`src/rtl/hex_digit_entry_pkg.sv`:
```
// Shared definitions for the push-button hex entry front end: button indices,
// default timing constants, the decoded user action and a counter sizing helper.
package hex_digit_entry_pkg;

   localparam int unsigned NUM_BUTTONS = 4;

   localparam int unsigned BTN_INC   = 0;
   localparam int unsigned BTN_DEC   = 1;
   localparam int unsigned BTN_LEFT  = 2;
   localparam int unsigned BTN_RIGHT = 3;

   // 10 ms debounce and 250 ms auto-repeat at 50 MHz
   localparam int unsigned DEFAULT_DEBOUNCE_CYCLES = 500000;
   localparam int unsigned DEFAULT_REPEAT_CYCLES   = 12500000;

   typedef enum logic [2:0] {
      ACT_NONE,
      ACT_INC,
      ACT_DEC,
      ACT_LEFT,
      ACT_RIGHT
   } action_e;

   // Bits needed to count up to max(a, b) - 1
   function automatic int unsigned counter_width(input int unsigned a, input int unsigned b);
      int unsigned m;
      m = (a > b) ? a : b;
      return (m > 1) ? $clog2(m) : 1;
   endfunction

endpackage

```
`src/rtl/hex_digit_entry_button_debouncer.sv`:
```
// One push-button channel: 2-FF synchronizer, stable-level debounce counter,
// rising-edge press pulse and an optional hold-to-repeat pulse generator.
import hex_digit_entry_pkg::*;

module button_debouncer #(
   parameter int unsigned DEBOUNCE_CYCLES = DEFAULT_DEBOUNCE_CYCLES,
   parameter int unsigned REPEAT_CYCLES   = DEFAULT_REPEAT_CYCLES,
   parameter bit          REPEAT_EN       = 1'b0
) (
   input  logic clk,
   input  logic reset,
   input  logic btn,
   output logic level,
   output logic press
);

   localparam int unsigned CNT_W = counter_width(DEBOUNCE_CYCLES, REPEAT_CYCLES);
   localparam logic [CNT_W-1:0] DB_LAST = CNT_W'(DEBOUNCE_CYCLES - 1);
   localparam logic [CNT_W-1:0] RP_LAST = CNT_W'(REPEAT_CYCLES - 1);

   logic             r_sync1;
   logic             r_sync2;
   logic [CNT_W-1:0] r_db_cnt;
   logic             r_level;
   logic             r_press;
   logic             w_rpt_hit;

   always_ff @(posedge clk or negedge reset) begin
      if (!reset) begin
         r_sync1  <= 1'b0;
         r_sync2  <= 1'b0;
         r_db_cnt <= '0;
         r_level  <= 1'b0;
         r_press  <= 1'b0;
      end else begin
         r_sync1 <= btn;
         r_sync2 <= r_sync1;
         r_press <= w_rpt_hit;
         // Any sample matching the accepted level restarts the stability window
         if (r_sync2 == r_level) begin
            r_db_cnt <= '0;
         end else if (r_db_cnt == DB_LAST) begin
            r_db_cnt <= '0;
            r_level  <= r_sync2;
            if (r_sync2) begin
               r_press <= 1'b1;
            end
         end else begin
            r_db_cnt <= r_db_cnt + 1'b1;
         end
      end
   end

   generate
      if (REPEAT_EN) begin : g_repeat
         logic [CNT_W-1:0] r_rpt_cnt;

         // Counter is held at zero on the accept edge, so the first repeat
         // lands exactly REPEAT_CYCLES after the initial press pulse.
         always_ff @(posedge clk or negedge reset) begin
            if (!reset) begin
               r_rpt_cnt <= '0;
            end else if (!r_level || (r_rpt_cnt == RP_LAST)) begin
               r_rpt_cnt <= '0;
            end else begin
               r_rpt_cnt <= r_rpt_cnt + 1'b1;
            end
         end

         assign w_rpt_hit = r_level && (r_rpt_cnt == RP_LAST);
      end else begin : g_no_repeat
         assign w_rpt_hit = 1'b0;
      end
   endgenerate

   assign level = r_level;
   assign press = r_press;

endmodule

```
`src/rtl/hex_digit_entry.sv`:
```
// Four debounced buttons edit a DIGITS-digit hex value one nibble at a time;
// the cursor is one-hot and `changed` pulses whenever the value is edited.
import hex_digit_entry_pkg::*;

module hex_digit_entry #(
   parameter int unsigned DIGITS          = 4,
   parameter int unsigned DEBOUNCE_CYCLES = DEFAULT_DEBOUNCE_CYCLES,
   parameter int unsigned REPEAT_CYCLES   = DEFAULT_REPEAT_CYCLES
) (
   input  logic                  clk,
   input  logic                  reset,
   input  logic [3:0]            btn,
   output logic [DIGITS*4-1:0]   number,
   output logic [DIGITS-1:0]     cursor,
   output logic                  changed
);

   logic [NUM_BUTTONS-1:0] w_press;
   logic [DIGITS*4-1:0]    r_number;
   logic [DIGITS-1:0]      r_cursor;
   logic                   r_changed;
   logic [DIGITS*4-1:0]    w_number_step;
   logic [DIGITS-1:0]      w_cursor_left;
   logic [DIGITS-1:0]      w_cursor_right;
   action_e                w_action;

   button_debouncer #(
      .DEBOUNCE_CYCLES (DEBOUNCE_CYCLES),
      .REPEAT_CYCLES   (REPEAT_CYCLES),
      .REPEAT_EN       (1'b1)
   ) u_btn_inc (
      .clk   (clk),
      .reset (reset),
      .btn   (btn[BTN_INC]),
      .level (),
      .press (w_press[BTN_INC])
   );

   button_debouncer #(
      .DEBOUNCE_CYCLES (DEBOUNCE_CYCLES),
      .REPEAT_CYCLES   (REPEAT_CYCLES),
      .REPEAT_EN       (1'b1)
   ) u_btn_dec (
      .clk   (clk),
      .reset (reset),
      .btn   (btn[BTN_DEC]),
      .level (),
      .press (w_press[BTN_DEC])
   );

   button_debouncer #(
      .DEBOUNCE_CYCLES (DEBOUNCE_CYCLES),
      .REPEAT_CYCLES   (REPEAT_CYCLES),
      .REPEAT_EN       (1'b0)
   ) u_btn_left (
      .clk   (clk),
      .reset (reset),
      .btn   (btn[BTN_LEFT]),
      .level (),
      .press (w_press[BTN_LEFT])
   );

   button_debouncer #(
      .DEBOUNCE_CYCLES (DEBOUNCE_CYCLES),
      .REPEAT_CYCLES   (REPEAT_CYCLES),
      .REPEAT_EN       (1'b0)
   ) u_btn_right (
      .clk   (clk),
      .reset (reset),
      .btn   (btn[BTN_RIGHT]),
      .level (),
      .press (w_press[BTN_RIGHT])
   );

   // Lower button index wins; losing pulses in the same cycle are discarded
   always_comb begin
      w_action = ACT_NONE;
      if (w_press[BTN_INC]) begin
         w_action = ACT_INC;
      end else if (w_press[BTN_DEC]) begin
         w_action = ACT_DEC;
      end else if (w_press[BTN_LEFT]) begin
         w_action = ACT_LEFT;
      end else if (w_press[BTN_RIGHT]) begin
         w_action = ACT_RIGHT;
      end
   end

   always_comb begin
      w_number_step = r_number;
      for (int unsigned k = 0; k < DIGITS; k++) begin
         if (r_cursor[k]) begin
            if (w_action == ACT_DEC) begin
               w_number_step[4*k +: 4] = r_number[4*k +: 4] - 4'd1;
            end else begin
               w_number_step[4*k +: 4] = r_number[4*k +: 4] + 4'd1;
            end
         end
      end
   end

   // Modulo indexing keeps the rotation valid for any DIGITS, including 1
   always_comb begin
      w_cursor_left  = '0;
      w_cursor_right = '0;
      for (int unsigned k = 0; k < DIGITS; k++) begin
         w_cursor_left[(k + 1) % DIGITS] = r_cursor[k];
         w_cursor_right[k]               = r_cursor[(k + 1) % DIGITS];
      end
   end

   always_ff @(posedge clk or negedge reset) begin
      if (!reset) begin
         r_number  <= '0;
         r_cursor  <= DIGITS'(1);
         r_changed <= 1'b0;
      end else begin
         r_changed <= 1'b0;
         unique case (w_action)
            ACT_INC, ACT_DEC: begin
               r_number  <= w_number_step;
               r_changed <= 1'b1;
            end
            ACT_LEFT:  r_cursor <= w_cursor_left;
            ACT_RIGHT: r_cursor <= w_cursor_right;
            default: ;
         endcase
      end
   end

   assign number  = r_number;
   assign cursor  = r_cursor;
   assign changed = r_changed;

endmodule
```
`config.mk`:
```
export PLATFORM = sky130hd
export DESIGN_NAME = hex_digit_entry
export DESIGN_NICKNAME = d
export VERILOG_FILES = /design/src/rtl/hex_digit_entry_pkg.sv /design/src/rtl/hex_digit_entry_button_debouncer.sv /design/src/rtl/hex_digit_entry.sv
export SDC_FILE = /design/constraint.sdc
export NUM_CORES = 1
export LEC_CHECK = 0
export BUFFER_PORTS_ARGS = -buffer_cell sky130_fd_sc_hd__buf_4
export CORE_UTILIZATION = 50
export DETAILED_ROUTE_END_ITERATION = 6
export PLACE_DENSITY = 0.66
export SLEW_MARGIN = 0
export SYNTH_ARGS = -nofsm -noshare
export SYNTH_HDL_FRONTEND = slang
export SYNTH_HIERARCHICAL = 1
export SYNTH_SLANG_ARGS = --single-unit
```
`constraint.sdc`:
```
create_clock -name clk -period 2.5 [get_ports clk]
set_clock_uncertainty 0.1 [all_clocks]
set_input_delay 0.125 -clock clk [delete_from_list [all_inputs] [get_ports clk]]
set_output_delay 0.125 -clock clk [all_outputs]
set_load 0.03 [all_outputs]
```
==> run_results.csv <==
group,metric,value,unit
route,vias,6885,
setup_path,reg2reg_from,"u_btn_dec/r_db_cnt[0]",
route,dr.pass1.iters,4,
flow_run,maxCapViolations,0,
clock_tree,clock-root-buffer,"clkbuf_16",
global_route,grt_max_degree,70,
floorplanning,die_h,136,um
setup_path,crit_start,"u_btn_dec/r_db_cnt[0]",
yosys,synth.top_cell.area_share,49.9,%
yosys,synth-seq-area-share,50.2,%
yosys,synthesis.area,9030,sq um
sta,hold_viol_final,0,
power_and_ir_drop,ir_drop,0.564,mV
route,ant_nets,0,
setup_path,crit_path_start_kind,"register",
setup_path,slowest_stage,"or4_1",
cells_and_area,syn2layout_area_growth,13.2,%
power_and_ir_drop,p_leak,4.08,nW
sta,slew_viol_final,0,
yosys,yosysWarningCount,6,
placement,dpl.hpwl,12200,um
setup_path,cp_max_fo,8,
clock_tree,clock_sinks,181,
yosys,async_reset_ff_share,100,%
global_route,first_global_vias,6450,
yosys,syn_avg_cell_area,10.1,sq um
yosys,synth_most_common_cell,"dfrtp_1",
setup_path,slowest_delay,670,ps
yosys,synthesis.nets,911,
route,drtIter0Drc,446,
clock_tree,cts_hold_buffers,5,
floorplanning,io-pin-count,27,
clock_tree,cts_buffers,17,
yosys,syn_inst,895,
hold_path,hold_path_class,"primary input to asynchronous set/reset pin",
route,routed_wl,18100,um
route,drc_errors,0,
cells_and_area,drive_gt1_share,11.8,%
clock_tree,cts.clk_slew.worst_paths,70,ps
setup_path,cp_cell_sequence,"ha_1, nand4_2, or4_1, or4_4, a21oi_2",
yosys,ys_top_cells_by_count,"180 x dfrtp_1, 87 x nor2_1, 58 x a21oi_1, 54 x nand2_1, 49 x nand4_1",
cells_and_area,fin_nets,953,
setup_path,cp.arrival,2540,ps
floorplanning,die_area,18600,sq um
sta,rsz0062_at_grt,"false",
global_route,antenna_found_initial,0,
yosys,yosys-top-cells-area,"dfrtp_1 50%, xor2_1 4.5%, xnor2_1 4.3%",
setup_path,worstPathRequired,2760,ps
yosys,ys_seq_elements,181,
yosys,synth_edf_count,0,
floorplanning,fp.coreArea,17500,sq um
clock_tree,tritoncts,"built",
setup_path,path_class,"register to register",
placement,gp_congestion,0.807,
floorplanning,rows,48,
route,via_per_inst,5.86,
sta,tns,0,ps
sta,tightest_slew,563,ps
global_route,grt_first_pass_wirelength,30900,um
sta,hold_slack,144,ps
status,status,"complete, no violations",
floorplanning,die_x,136,um
floorplanning,start_util,51.6,%
clock_tree,clockBufferDepth,2,
sta,setup_viol,0,
clock_tree,post_cts_buffers,0,
clock_tree,clk_latency,430,ps
sta,timing.fmax,0.439,GHz
global_route,grtUsageTotal,20.9,%
yosys,ys_dominant_reg_cell,"dfrtp_1",
power_and_ir_drop,power_density,571,nW/um^2
route,wl_per_cell,15.4,um
sta,min_period_over_period,91.0,%
yosys,synth_top_area_cell,"dfrtp_1",
global_route,grt_overflow,0,
clock_tree,htree_levels,4,
cells_and_area,diodes,0,
sta,slew_headroom,62.5,%
setup_path,cp-end-kind,"register",
clock_tree,cts_resized,0,
sta,finalCriticalPeriod,2280,ps
yosys,synth_cell_types,51,
placement,io_buffers,26,
## final timing paths
path                       slack, ps  cells past startpoint                               end
max in group asynchronous       1370                      3                         cursor[0]
min in group clk                 240                      2                 u_btn_inc/r_sync1
hold / removal                   140                      2  u_btn_dec/g_repeat.r_rpt_cnt[23]
setup / recovery                 220                      5            u_btn_dec/r_db_cnt[20]
setup reg to reg                 220                      5            u_btn_dec/r_db_cnt[20]
hold reg to reg                  260                      0                u_btn_left/r_sync2
## stage by stage
step                      cell area [sq um]  std cells  worst slack [ps]  utilization (%)  power, W
final                                 10200       1175               225             58.5   0.00584
after detailed placement               9560       1138               257             54.7   0.00317
after CTS                             10200       1175               250             58.5   0.00592
after global routing                  10200       1175              93.0             58.5   0.00604
after floorplan                        9030        895               330                -   0.00308
after global placement                 9560       1138               315             54.7   0.00317
## logic make-up (layout without fill, tap and decap cells)
family	after synthesis	in the layout	synth area share, %
buffers and inverters	50	105	2.29
DFF	181	181	50.2
adders and majority gates	10	10	1.39
xor gates and xnor gates	90	90	8.73
AOI/OAI and AO/OA	146	146	9.90
and+or+nand+nor	410	410	26.5
muxes	8	8	0.998
## flip-flops by register name, summed over array words and instances (netlist names), 4 cells and up
name                          count
cursor                            4
number                           16
u_btn_dec/g_repeat.r_rpt_cnt     24
u_btn_dec/r_db_cnt               24
u_btn_inc/g_repeat.r_rpt_cnt     24
u_btn_inc/r_db_cnt               24
u_btn_left/r_db_cnt              24
u_btn_right/r_db_cnt             24
## area by class of cell
type	count	area [sq um]
Clock buffer	21	480
Clock inverter	11	123
Fill cell	1512	7260
Inverter	24	90.1
Multi-Input combinational cell	664	4300
Sequential cell	181	4530
Tap cell	225	282
Timing Repair Buffer	49	412
## layout by cell type (no fill, tap or decap), types with 3 or more instances in the layout
cell type / count
nor4_1: 16
xnor2_1: 44
or3_1: 36
nor4b_1: 12
xor2_1: 46
a21oi_2: 3
nor2b_1: 5
ha_1: 10
clkinv_2: 4
buf_4: 41
nor3_1: 16
nand3_1: 46
and4_1: 23
a22oi_1: 3
nand4_1: 49
dfrtp_1: 180
nor2_1: 87
mux2_2: 8
dlygate4sd3_1: 5
o31ai_2: 6
and2_1: 5
o31ai_1: 26
nand2_1: 54
o21ai_0: 37
o211ai_1: 4
or4b_1: 3
clkbuf_8: 5
and3_1: 6
inv_1: 24
clkbuf_16: 17
a31oi_1: 3
or4_1: 24
a21oi_1: 58
## per-layer routing
metal	up-vias	wire, um	global-route usage (%)
li1	3384	-	-
met1	3390	8860	28.9
met2	93	8270	31.9
met3	18	770	5.44
met4	0	217	6.73
met5	-	0	0
## worst max-delay path: cells and delay by family, from the launching register on
kind                       cells  cell delay [ps]
AOI/OAI and AO/OA              1              140
and+or+nand+nor                3             1320
adders and majority gates      1              260
DFF                            1              390
## where the power goes
| part | total, W | internal, W | switching (W) |
|---|---|---|---|
| combinational | 0.000146 | 0.0000433 | 0.000103 |
| clock | 0.00272 | 0.00158 | 0.00114 |
| sequential | 0.00297 | 0.00295 | 0.0000220 |
(Power assumes the default switching activity.)
